### config.mk
export PLATFORM = sky130hd
export DESIGN_NAME = mac_sequencer
export DESIGN_NICKNAME = d
export VERILOG_FILES = /design/src/rtl/mac_sequencer.sv
export SDC_FILE = /design/constraint.sdc
export NUM_CORES = 1
export LEC_CHECK = 0
export BUFFER_PORTS_ARGS = -buffer_cell sky130_fd_sc_hd__buf_4
export CAP_MARGIN = 20
export CORE_UTILIZATION = 41
export DETAILED_ROUTE_END_ITERATION = 8
export PLACE_DENSITY_LB_ADDON = 0.15
export SETUP_SLACK_MARGIN = 0.5
export SLEW_MARGIN = 30
export SYNTH_ARGS = -nofsm -noshare
export SYNTH_HDL_FRONTEND = slang
export SYNTH_SLANG_ARGS = --single-unit
### constraint.sdc
create_clock -name Clock -period 2.5 [get_ports Clock]
set_clock_uncertainty 0.1 [all_clocks]
set_input_delay 0.375 -clock Clock [delete_from_list [all_inputs] [get_ports Clock]]
set_output_delay 0.375 -clock Clock [all_outputs]
set_load 0.02 [all_outputs]
### src/rtl/mac_sequencer.sv
// mac_sequencer: multiply-accumulate front end around a 16x16 signed
// sequential multiplier with a level Start/Done handshake.
// Operand pairs arrive on a valid/ready input. Each pair is issued to the
// multiplier, and the 32-bit product is sign-extended and accumulated.
// The dot product is presented on a valid/ready output after the last term.
// Optional build macro MAC_SAT_EN: saturating accumulation with a sticky
// Overflow flag. Without it the accumulator wraps and Overflow stays 0.
module mac_sequencer #(
    parameter int ACC_WIDTH = 40,
    parameter int CNT_WIDTH = 16
) (
    input  logic                 Clock,
    input  logic                 Reset_n,
    input  logic                 In_Valid,
    output logic                 In_Ready,
    input  logic [15:0]          In_A,
    input  logic [15:0]          In_B,
    input  logic                 In_Last,
    input  logic                 Clear,
    output logic                 Mul_Start,
    output logic [15:0]          Mul_Multiplier,
    output logic [15:0]          Mul_Multiplicand,
    input  logic [31:0]          Mul_Product,
    input  logic                 Mul_Done,
    output logic                 Out_Valid,
    input  logic                 Out_Ready,
    output logic [ACC_WIDTH-1:0] Out_Acc,
    output logic [CNT_WIDTH-1:0] Out_Count,
    output logic                 Overflow
);

    typedef enum logic [2:0] {
        S_IDLE,
        S_WAIT,
        S_DRAIN,
        S_ACCUM,
        S_OUTPUT
    } state_t;

    state_t               state;
    logic [31:0]          prod_q;
    logic                 last_q;
    logic [ACC_WIDTH-1:0] prod_ext;
    logic [ACC_WIDTH-1:0] sum;

`ifdef MAC_SAT_EN
    localparam logic [ACC_WIDTH-1:0] ACC_MAX = {1'b0, {(ACC_WIDTH-1){1'b1}}};
    localparam logic [ACC_WIDTH-1:0] ACC_MIN = {1'b1, {(ACC_WIDTH-1){1'b0}}};
    logic ovf;
`endif

    // Refuse a pair while Clear is pending, and while the multiplier still
    // shows a stale done level, so Start never rises on top of Done.
    assign In_Ready = (state == S_IDLE) && !Clear && !Mul_Done;

    // The product is sign-extended to the accumulator width, then added.
    assign prod_ext = ACC_WIDTH'($signed(prod_q));
    assign sum      = Out_Acc + prod_ext;

`ifdef MAC_SAT_EN
    // Signed overflow: both addends have the same sign and the sum's sign differs.
    assign ovf = (Out_Acc[ACC_WIDTH-1] == prod_ext[ACC_WIDTH-1]) &&
                 (sum[ACC_WIDTH-1] != Out_Acc[ACC_WIDTH-1]);
`endif

    // Sequencer FSM. All outputs except In_Ready are registered here.
    always_ff @(posedge Clock or negedge Reset_n) begin
        if (!Reset_n) begin
            state            <= S_IDLE;
            Mul_Start        <= 1'b0;
            Mul_Multiplier   <= '0;
            Mul_Multiplicand <= '0;
            prod_q           <= '0;
            last_q           <= 1'b0;
            Out_Valid        <= 1'b0;
            Out_Acc          <= '0;
            Out_Count        <= '0;
            Overflow         <= 1'b0;
        end else begin
            case (state)
                S_IDLE: begin
                    if (Clear) begin
                        Out_Acc   <= '0;
                        Out_Count <= '0;
                        Overflow  <= 1'b0;
                    end else if (In_Valid && In_Ready) begin
                        Mul_Multiplier   <= In_A;
                        Mul_Multiplicand <= In_B;
                        last_q           <= In_Last;
                        Mul_Start        <= 1'b1;
                        state            <= S_WAIT;
                    end
                end
                S_WAIT: begin
                    if (Mul_Done) begin
                        prod_q    <= Mul_Product;
                        Mul_Start <= 1'b0;
                        state     <= S_DRAIN;
                    end
                end
                S_DRAIN: begin
                    // Wait for Done to fall so it cannot be read as the next term's completion.
                    if (!Mul_Done) begin
                        state <= S_ACCUM;
                    end
                end
                S_ACCUM: begin
`ifdef MAC_SAT_EN
                    if (ovf) begin
                        Out_Acc  <= prod_ext[ACC_WIDTH-1] ? ACC_MIN : ACC_MAX;
                        Overflow <= 1'b1;
                    end else begin
                        Out_Acc <= sum;
                    end
`else
                    Out_Acc <= sum;
`endif
                    if (Out_Count != {CNT_WIDTH{1'b1}}) begin
                        Out_Count <= Out_Count + 1'b1;
                    end
                    if (last_q) begin
                        Out_Valid <= 1'b1;
                        state     <= S_OUTPUT;
                    end else begin
                        state <= S_IDLE;
                    end
                end
                S_OUTPUT: begin
                    if (Out_Ready) begin
                        Out_Valid <= 1'b0;
                        Out_Acc   <= '0;
                        Out_Count <= '0;
                        Overflow  <= 1'b0;
                        state     <= S_IDLE;
                    end
                end
                default: begin
                    state <= S_IDLE;
                end
            endcase
        end
    end

endmodule
# Yosys cells after proc, flatten, opt, wreduce, memory -nomap -nowiden
# Index checks and enable logic that the tools add are counted.
[op_classes]
n_addsub = 2
n_eq_ne = 13
n_mux = 23
bitwise = 1
reduce_logical = 18
[ops]
columns = ["op", "n"]
rows = [
  ["one-hot mux 40 bit (3 select lines)", 1],
  ["two-way mux 40 bit", 2],
  ["two-way mux 16 bit", 3],
  ["one-hot mux 16 bit (3 select lines)", 1],
  ["adder 40 bit", 1],
  ["two-way mux 3 bit", 6],
  ["adder 16 x 1 -> 16 bit (second input constant)", 1],
  ["inequality test 16 bit (second input constant)", 1],
  ["one-hot mux 3 bit (5 select lines)", 1],
  ["inequality test 2 bit (second input constant)", 7],
  ["AND reduction 3 bit", 4],
  ["AND reduction 4 bit", 2],
  ["equality test 3 x 2 -> 1 bit (second input constant)", 2],
  ["two-way mux 1 bit", 6],
  ["one-hot mux 1 bit (2 select lines)", 3],
  ["nonzero test 2 bit", 3],
  ["AND reduction 5 bit", 1],
  ["equality test 3 x 1 -> 1 bit (second input constant)", 1],
  ["equality test 3 bit (second input constant)", 1],
  ["logical AND 1 bit", 3],
  ["logical NOT 3 bit", 1],
  ["nonzero test 3 bit", 1],
  ["logical NOT 1 bit", 2],
  ["inequality test 2 x 1 -> 1 bit (second input constant)", 1],
  ["other kinds (2)", 2],
]
[totals]
register_bits = 127
inputBits = 71
output_inout_bits = 92
word_cells = 67

# Depth between registers and ports, before layout
# Gate-level depths: netlist of the first run.
[logic_depth]
ltp_word = 7
mapped_depth = 10
depth_no_buf = 10

# Worst setup path after synthesis of the first run
# No wires, ideal clock.
[synth_timing]
path_kind = "register to register"
start = "register Out_Acc[0]"
end = "register Out_Acc[36]"
setup_time_ns = 0.132
arrival_ns = 2.535
path_slack_ns = -0.267
path_stages_with_launch = 11
n_path_buf = 0
synth_period_minus_slack_ns = 2.767
path_cell_list = "dfrtp_1 ha_1 fa_1 a21oi_1 o21ai_2 a2111o_1 a311oi_1 o21ai_1 o21bai_2 xor2_1 o21ai_1"
[synth_between]
elab_chain_len = 2
[synth_lines]
columns = ["element", "line_no", "rtl"]
rows = [
  ["start, declared", "27", "output logic [ACC_WIDTH-1:0] Out_Acc,"],
  ["start signal, assigned", "116", "Out_Acc <= sum;"],
  ["adder 40 bit", "58", "assign sum = Out_Acc + prod_ext;"],
  ["one-hot mux 40 bit (3 select lines)", "80", "case (state)"],
]
# Every way passes these cells.
# A chain may end at the register's enable or synchronous reset.

# Worst setup path after layout of the first run
# Ends and elaborated chain as after synthesis.

==> flow_metrics.tcl, run 1 <==
set metrics [dict create \
    status "complete, but fails checks" \
    violations "hold timing, setup timing" \
    synth_area_sq_mm 0.00726 \
    ys_types 73 \
    drive_gt1_frac 0.499 \
    timing.final.crit_share 1.04 \
    syn_inst 714 \
    crit_required_ns 2.70 \
    antenna_found_initial 0 \
    power_density_mw_per_mm2 1460 \
    async_flop_share 1.00 \
    grt_pass1_wl_um 32600 \
    synth_warnings 0 \
    switching_power_w 0.00665 \
    post-place-ws_ns -0.182 \
    dieArea_sq_mm 0.0182 \
    htree_levels 4 \
    grt-ovfl-total 0 \
    cts.sinks 126 \
    dp_hpwl_um 14000 \
    clk_pin_slew_ns 0.06 \
    wirelength_um 20600 \
    fin_area_sq_mm 0.0109 \
    p_total_w 0.0159 \
    worst_pin_slew_ns 0.792 \
    p_sw_frac 0.418 \
    final_antenna_net_count 0 \
    crit_buf_inv 0 \
    critPathArrivalTime_ns 2.79 \
    r2r_slack_ns -0.09 \
    start_kind "flip-flop" \
    p_int_w 0.00926 \
    start_util 0.420 \
    viasPerCell 5.37 \
    core_area_sq_mm 0.0173 \
    drt_first_pass_iters 5 \
    hold_violations 60 \
    synth.net_count 826 \
    setup_violations 7 \
    clk_latency_ns 0.42 \
    drtIter0Drc 200 \
    slew_headroom 0.472 \
    hp-class "primary input to async pin" \
    critical_path.top_delay_family "compound AO/OA/AOI/OAI gates" \
    power_frac_seq 0.231 \
    whs_ns -0.123 \
    ys_seq_area_frac 0.434 \
    ios 163 \
    p_leak_nw 5.05 \
    die_w_um 135 \
    cpMostUsedCell "o21ai_2" \
    wl_per_cell_um 16.9 \
    grt_max_degree 127 \
    cts-root-buf "clkbuf_16" \
    synth_ff_type "dfrtp_1" \
    drv_cap 0 \
    place_area_sq_mm 0.00947 \
    clk_path_buf_depth 2 \
    slowest_delay_ns 0.42 \
    nNetsFinal 1096 \
    syn2layout_area_growth_pct 50.6 \
    grtUsageTotal 0.225 \
    timing.fmax_ghz 0.386 \
    cp_cell_sequence "ha_4, fa_2, a21oi_4, o21ai_2, a2111o_1, a311oi_2, o21ai_2, o21bai_2, xor2_1, o21ai_1" \
    cts-buffers-inserted 17 \
    slowest_stage "dfrtp_2" \
    syn_avg_cell_area_sq_um 10.2 \
    slew_viol_final 0 \
    ir_drop_mv 0.675 \
    p_comb_frac 0.609 \
    endpoint_kind "flip-flop" \
    diodes 0 \
    chipHeight_um 135 \
    synth_edf_count 0 \
    worstSetupPathType "flip-flop to flip-flop" \
    cp_max_fo 3 \
    post-route-drc-count 0 \
    grt_pass1_vias 6675 \
    row_count 48 \
    cts_tree "done" \
    setup_slack_ns -0.0919 \
    route.vias.total 6557 \
    fin_crit_ns 2.59 \
    rsz0062_at_grt "yes" \
    place.gp.congestion 0.870 \
    synth_seq_cells 126 \
    port_buffers 161 \
    power_frac_clock 0.160 \
]
[routing by layer]
layer / vias to the layer above / routed length, um / track usage
met2: 157 / 10200 / 0.377
met3: 43 / 969 / 0.0544
met4: 0 / 433 / 0.0836
met1: 3190 / 8980 / 0.282
met5: - / 0 / 0
li1: 3167 / - / -
[layout by cell type (no fill, tap or decap), types with 5 or more instances in the layout]
master / instances
o22ai_1: 21
a21oi_2: 10
nor2_1: 35
dfrtp_1: 107
nand3_1: 12
ha_1: 22
a21oi_4: 5
dfrtp_2: 19
ha_4: 18
buf_4: 264
clkbuf_16: 17
nor3_1: 6
xor2_1: 22
o21bai_1: 8
nand4_1: 15
nand2_1: 70
o21ai_2: 9
xnor2_2: 7
buf_6: 16
xnor2_1: 14
inv_1: 18
a21o_1: 22
o21ai_1: 18
o21ai_0: 19
mux2_2: 64
a31oi_1: 5
a21oi_1: 33
[power groups by stage]
stage	sequential [W]	combinational [W]	clock, W
6_report	0.00368	0.00969	0.00254
5_1_grt	0.00379	0.0105	0.00267
4_1_cts	0.00364	0.00917	0.00258
3_5_place_dp	0.00367	0.00837	0
3_3_place_gp	0.00361	0.00827	0
2_1_floorplan	0.00420	0.00473	0
[cells in the mapped netlist (2+ instances only)]
library cell,number,share of area
buf_2,12,0.0083
nand3b_1,3,0.0031
and2_1,4,0.0034
a31oi_1,6,0.0052
and3_1,4,0.0034
o21ai_0,33,0.023
mux2_2,64,0.099
inv_1,18,0.0093
nor2_1,38,0.020
nor4_1,3,0.0026
nand4_2,2,0.0034
or3_1,4,0.0034
o31a_1,2,0.0024
a211oi_1,7,0.0072
a211o_1,2,0.0024
a21oi_2,2,0.0024
nand4_1,15,0.013
o21ai_2,2,0.0024
and4_1,2,0.0024
nand2_1,74,0.038
buf_1,3,0.0016
xor2_1,22,0.027
a21o_1,22,0.023
clkbuf_1,17,0.0088
a311o_1,2,0.0028
nand2b_1,3,0.0026
o21a_1,4,0.0041
ha_1,40,0.069
nand3_1,13,0.0090
xnor2_1,21,0.025
a21oi_1,46,0.032
o21bai_1,8,0.0083
a22o_1,3,0.0036
dfrtp_1,126,0.43
mux2i_1,2,0.0028
nor3_1,8,0.0055
nor2b_1,4,0.0034
a211oi_2,2,0.0034
a221oi_1,3,0.0036
o21ai_1,12,0.0083
and3_4,2,0.0031
o22ai_1,23,0.020
[worst register-to-register path, stage by stage (launching register included)]
cell	delay, ns
dfrtp_2	0.42
ha_4	0.17
fa_2	0.37
a21oi_4	0.18
o21ai_2	0.09
a2111o_1	0.42
a311oi_2	0.25
o21ai_2	0.11
o21bai_2	0.13
xor2_1	0.17
o21ai_1	0.07
[what timing repair did]
item,CTS,global route
setup buffers,22,19
pin swaps,52,45
endpoints found under the setup margin,76,79
gates resized for setup,64,49
hold buffers,0,0
cloned,0,2
[cells by family (layout without fill, tap and decap cells)]
group / count (synthesis) / after routing / share of synthesized area
other: 1 / 1 / 0.000517
AND/OR/NAND/NOR: 186 / 188 / 0.126
multiplexers: 67 / 67 / 0.104
AO/OA/AOI/OAI: 199 / 199 / 0.183
buffers and inverters: 51 / 332 / 0.0290
XOR/XNOR: 43 / 43 / 0.0519
adder cells (fa/ha/maj): 41 / 41 / 0.0717
flip-flops: 126 / 126 / 0.434
[worst paths after layout]
path	startpoint	end	depth (start not counted)
min in group Clock	Out_Ready	state[2]	2
worst min register to register	Mul_Multiplier[6]	Mul_Multiplier[6]	1
worst max register to register	Out_Acc[0]	Out_Acc[36]	10
max in group asynchronous	Reset_n	Out_Acc[10]	2
worst max-delay path	Out_Acc[0]	Out_Acc[36]	10
worst min-delay path	Reset_n	Out_Acc[17]	2
[final cells by class]
| class | instances | area (sq um) |
|---|---|---|
| flip-flops and latches | 126 | 3180 |
| repair buffers | 282 | 2200 |
| multi-input cells | 539 | 4610 |
| clock inverters | 12 | 163 |
| inverters | 18 | 67.6 |
| clock buffers | 20 | 437 |
| well taps | 225 | 282 |
| fillers | 1398 | 6360 |
[state kept, by name, summed over array words and instances (netlist names)]
| name | flops |
|---|---|
| Mul_Multiplicand | 16 |
| Mul_Multiplier | 16 |
| Mul_Start | 1 |
| Out_Acc | 40 |
| Out_Count | 16 |
| Out_Valid | 1 |
| last_q | 1 |
| prod_q | 32 |
| state | 3 |
[metrics by stage]
stage               TNS, ns  cells   util
floorplan           -0.0881    714      -
global placement     -0.339   1147  0.548
detailed placement   -0.855   1147  0.548
CTS                  -0.408   1201  0.608
global route          -1.58   1222  0.632
finish               -0.358   1222  0.632
(Power assumes the default switching activity.)
==> run 2, diff against run 1 <==
Settings changed: MAX_ROUTING_LAYER set to met4.
==> flow_metrics.tcl, run 2 (synthesis results as in run 1) <==
set metrics [dict create \
    status "complete, but fails checks" \
    violations "setup timing" \
    final_cell_mix "buf_4 (271), dfrtp_1 (106), nand2_1 (67)" \
    start_util 0.420 \
    crit_required_ns 2.69 \
    cts.sinks 126 \
    cts_tree "done" \
    drtIter0Drc 239 \
    post-route-drc-count 0 \
    grt_max_degree 127 \
    cts-buffers-inserted 17 \
    nNetsFinal 1106 \
    hp-class "primary input to flip-flop" \
    row_count 48 \
    wl_per_cell_um 17.1 \
    nFillCells 1402 \
    clk_path_buf_depth 2 \
    start_kind "flip-flop" \
    tns_ns -0.263 \
    timing.final.crit_share 1.04 \
    dp_cells 1151 \
    setup_slack_ns -0.102 \
    post-place-ws_ns -0.158 \
    syn2layout_area_growth_pct 53.1 \
    largest_register_ffs 40 \
    ios 163 \
    htree_levels 4 \
    dieArea_sq_mm 0.0182 \
    drt_first_pass_iters 5 \
    slew_headroom 0.508 \
    layoutNonFillerInstCount 1232 \
    grtUsageTotal 0.239 \
    die_w_um 135 \
    grt_pass1_vias 6760 \
    clk_latency_ns 0.42 \
    place_area_sq_mm 0.00950 \
    grt_pass1_wl_um 33100 \
    wirelength_um 21100 \
    ir_drop_mv 0.644 \
    endpoint_kind "flip-flop" \
    setup_violations 5 \
    regMostFlops "Out_Acc" \
    place.gp.congestion 0.888 \
    clk_pin_slew_ns 0.06 \
    layout_commonest_cell "buf_4" \
    top_regs "Out_Acc x40, prod_q x32" \
    power_density_mw_per_mm2 1470 \
    diodes 0 \
    final_antenna_net_count 0 \
    r2r_slack_ns -0.10 \
    viasPerCell 5.36 \
    rsz0062_at_grt "yes" \
    fin_crit_ns 2.60 \
    antenna_found_initial 0 \
    p_leak_nw 5.12 \
    timing.fmax_ghz 0.384 \
    chipHeight_um 135 \
    dp_hpwl_um 14000 \
    grt-ovfl-total 0 \
    hold_violations 0 \
    core_area_sq_mm 0.0173 \
    worst_pin_slew_ns 0.738 \
    fin_util 0.642 \
    critPathArrivalTime_ns 2.80 \
    slew_viol_final 0 \
    route.vias.total 6601 \
    drive_gt1_frac 0.521 \
    port_buffers 161 \
    cts-root-buf "clkbuf_16" \
    worstSetupPathType "flip-flop to flip-flop" \
    drv_cap 0 \
    cp_max_fo 3 \
    fin_area_sq_mm 0.0111 \
]
## run 2: changes by cell type in the layout (fill, tap and decap cells not counted), sizes merged
cell / delta
clkinvlp: -1
dlygate4sd3: +1
clkbuf: -1
inv: +3
buf: +10
nand2: -1
clkinv: -1
## run 2: routing by layer
metal,vias to the layer above,track usage,share of wire
met3,24,0.0574,0.048
met5,-,-,0
met4,0,0.0655,0.014
met1,3232,0.286,0.43
met2,180,0.400,0.51
li1,3165,-,-
## run 2: timing repair
item,CTS,global route
hold buffers,1,0
buffers inserted,23,24
endpoints found under the hold margin,16,0
cloned,1,0
setup endpoints to repair,76,81
pin swaps,60,54
resized for setup,73,56
## run 2: worst paths after layout
path,start,endpoint,cells past startpoint
max in group asynchronous,Reset_n,Out_Count[3],3
min,Out_Ready,state[2],2
min in group asynchronous,Reset_n,Out_Acc[28],3
max reg2reg,Out_Acc[0],Out_Acc[36],10
max,Out_Acc[0],Out_Acc[36],10
min reg2reg,Mul_Multiplier[6],Mul_Multiplier[6],1
## run 2: critical path, stage by stage, from the launching register on
cell,delay (ns)
dfrtp_2,0.42
ha_4,0.17
fa_2,0.37
a21oi_4,0.16
o21ai_2,0.11
a2111o_1,0.44
a311oi_2,0.25
o21ai_2,0.10
o21bai_2,0.13
xor2_1,0.15
o21ai_1,0.07
## run 2: cell type report
class                      instances  area, sq um  share of cell area
multi-input combinational        538         4650               0.419
sequential                       126         3180               0.286
timing repair buffer             293         2300               0.207
clock buffer                      19          453              0.0408
tap                              225          282              0.0253
clock inverter                    13          176              0.0159
inverter                          18         67.6             0.00608
## run 2: report_power, final
| part | switching (W) | leakage [nW] | internal (W) |
|---|---|---|---|
| Clock | 0.00101 | 0.306 | 0.00164 |
| Sequential | 0.000765 | 1.57 | 0.00291 |
| Combinational | 0.00501 | 3.24 | 0.00499 |
## run 2: through the flow
| step | power, W | hold WS, ns |
|---|---|---|
| 3_5_place_dp | 0.0121 | 0.391 |
| 4_1_cts | 0.0157 | 0.0191 |
| 5_1_grt | 0.0174 | 0.0467 |
| 2_1_floorplan | 0.00893 | -0.0206 |
| 6_report | 0.0163 | 0.0544 |
| 3_3_place_gp | 0.0119 | 0.386 |
==> run 3, diff against run 2 <==
Settings changed: CELL_PAD_IN_SITES_DETAIL_PLACEMENT set to 1, CELL_PAD_IN_SITES_GLOBAL_PLACEMENT set to 2, CORE_UTILIZATION 41 to 31.
==> flow_metrics.tcl, run 3 (synthesis results as in run 1) <==
set metrics [dict create \
    fin_crit_ns 2.62 \
    ir_drop_mv 0.492 \
    route.vias.total 6628 \
    critPathArrivalTime_ns 2.81 \
    worstSetupPathType "flip-flop to flip-flop" \
    place.gp.congestion 0.905 \
    cts.sinks 126 \
    grt_max_degree 65 \
    post-place-ws_ns -0.190 \
    post-route-drc-count 0 \
    dieArea_sq_mm 0.0240 \
    wirelength_um 24000 \
    start_util 0.319 \
    final_cell_mix "buf_4 (293), dfrtp_1 (106), nand2_1 (70)" \
    syn2layout_area_growth_pct 54.1 \
    drtIter0Drc 213 \
    htree_levels 4 \
    drt_first_pass_iters 4 \
    clk_path_buf_depth 2 \
    grt_pass1_vias 7394 \
    violations "setup timing" \
    start_kind "flip-flop" \
    core_area_sq_mm 0.0228 \
    setup_violations 13 \
    setup_slack_ns -0.117 \
    viasPerCell 4.98 \
    fin_util 0.491 \
    crit_required_ns 2.69 \
    drv_cap 0 \
    dp_hpwl_um 17300 \
    nNetsFinal 1117 \
    cts-buffers-inserted 17 \
    hp-class "primary input to flip-flop" \
    timing.fmax_ghz 0.382 \
    endpoint_kind "flip-flop" \
    clk_pin_slew_ns 0.06 \
    clk_latency_ns 0.42 \
    grtUsageTotal 0.209 \
    drive_gt1_frac 0.512 \
    status "complete, but fails checks" \
    layout_commonest_cell "buf_4" \
    rsz0062_at_grt "yes" \
    antenna_found_initial 0 \
    p_leak_nw 5.17 \
    regArea_sq_mm 0.00318 \
    diodes 0 \
    slew_viol_final 0 \
    cts_tree "done" \
    power_density_mw_per_mm2 1480 \
    hold_violations 0 \
    chipHeight_um 155 \
    tns_ns -0.712 \
    wl_per_cell_um 18.0 \
    nFillCells 2492 \
    largest_register_ffs 40 \
    multiInputGateArea_sq_mm 0.00453 \
    regMostFlops "Out_Acc" \
    cp_max_fo 3 \
    die_w_um 155 \
    p_total_w 0.0166 \
    ios 163 \
    port_buffers 161 \
    row_count 55 \
    cts-root-buf "clkbuf_16" \
    final_antenna_net_count 0 \
    top_regs "Out_Acc x40, prod_q x32" \
    timing.final.crit_share 1.05 \
    grt-ovfl-total 0 \
    grt_pass1_wl_um 38400 \
    whs_ns 0.0485 \
]
run 3: cell count changes in the layout (fill, tap and decap cells not counted), sizes merged:
cell and delta:
clkinv -3, inv +1, nand2 -1, buf +12
bufinv +2, clkbuf -1, clkinvlp +1
run 3: where the power goes:
group / switching, W / leakage, nW / internal [W]
Sequential: 0.000776 / 1.57 / 0.00291
Clock: 0.00105 / 0.320 / 0.00182
Combinational: 0.00514 / 3.28 / 0.00491
run 3: layout make-up:
class / instances / share of cell area
clock buffers: 18 / 0.0393
clock inverters: 14 / 0.0205
inverters: 18 / 0.00604
multi-input cells: 537 / 0.405
flip-flops and latches: 126 / 0.284
well taps: 313 / 0.0350
repair buffers: 305 / 0.210
run 3: path summary, 6_finish.rpt:
path / end / cells past startpoint / slack [ns] / startpoint
max: Out_Acc[36] / 10 / -0.12 / Out_Acc[0]
min: state[2] / 2 / 0.05 / Out_Ready
max reg2reg: Out_Acc[36] / 10 / -0.12 / Out_Acc[0]
min reg2reg: Mul_Multiplier[6] / 1 / 0.41 / Mul_Multiplier[6]
max in group asynchronous: Out_Count[9] / 3 / 1.10 / Reset_n
min in group asynchronous: Out_Acc[14] / 2 / 0.36 / Reset_n
run 3: repair_timing:
item | in CTS | in global routing
gates resized for setup | 69 | 28
setup endpoints to repair | 77 | 78
pin swaps | 51 | 39
hold endpoints to repair | 30 | 0
hold buffers | 1 | 0
setup buffers | 19 | 15
run 3: metal layers:
layer / GRT usage / vias to the layer above / routed length (um)
li1: - / 3188 / -
met1: 0.245 / 3299 / 10400
met2: 0.363 / 120 / 12300
met3: 0.0454 / 21 / 905
met4: 0.0556 / 0 / 299
met5: - / - / 0
run 3: worst max-delay path: stages, from the launching register on:
cell,delay [ns]
dfrtp_2,0.42
ha_4,0.17
fa_2,0.37
a21oi_4,0.19
o21ai_2,0.10
a2111o_1,0.42
a311oi_2,0.24
o21ai_2,0.11
o21bai_2,0.13
xor2_1,0.16
o21ai_1,0.07
run 3: metrics by stage:
step	instance area, sq um	instances
after CTS	10900	1316
after floorplan	7510	714
after global routing	11200	1331
after detailed placement	9800	1264
after global placement	9800	1264
final	11200	1331
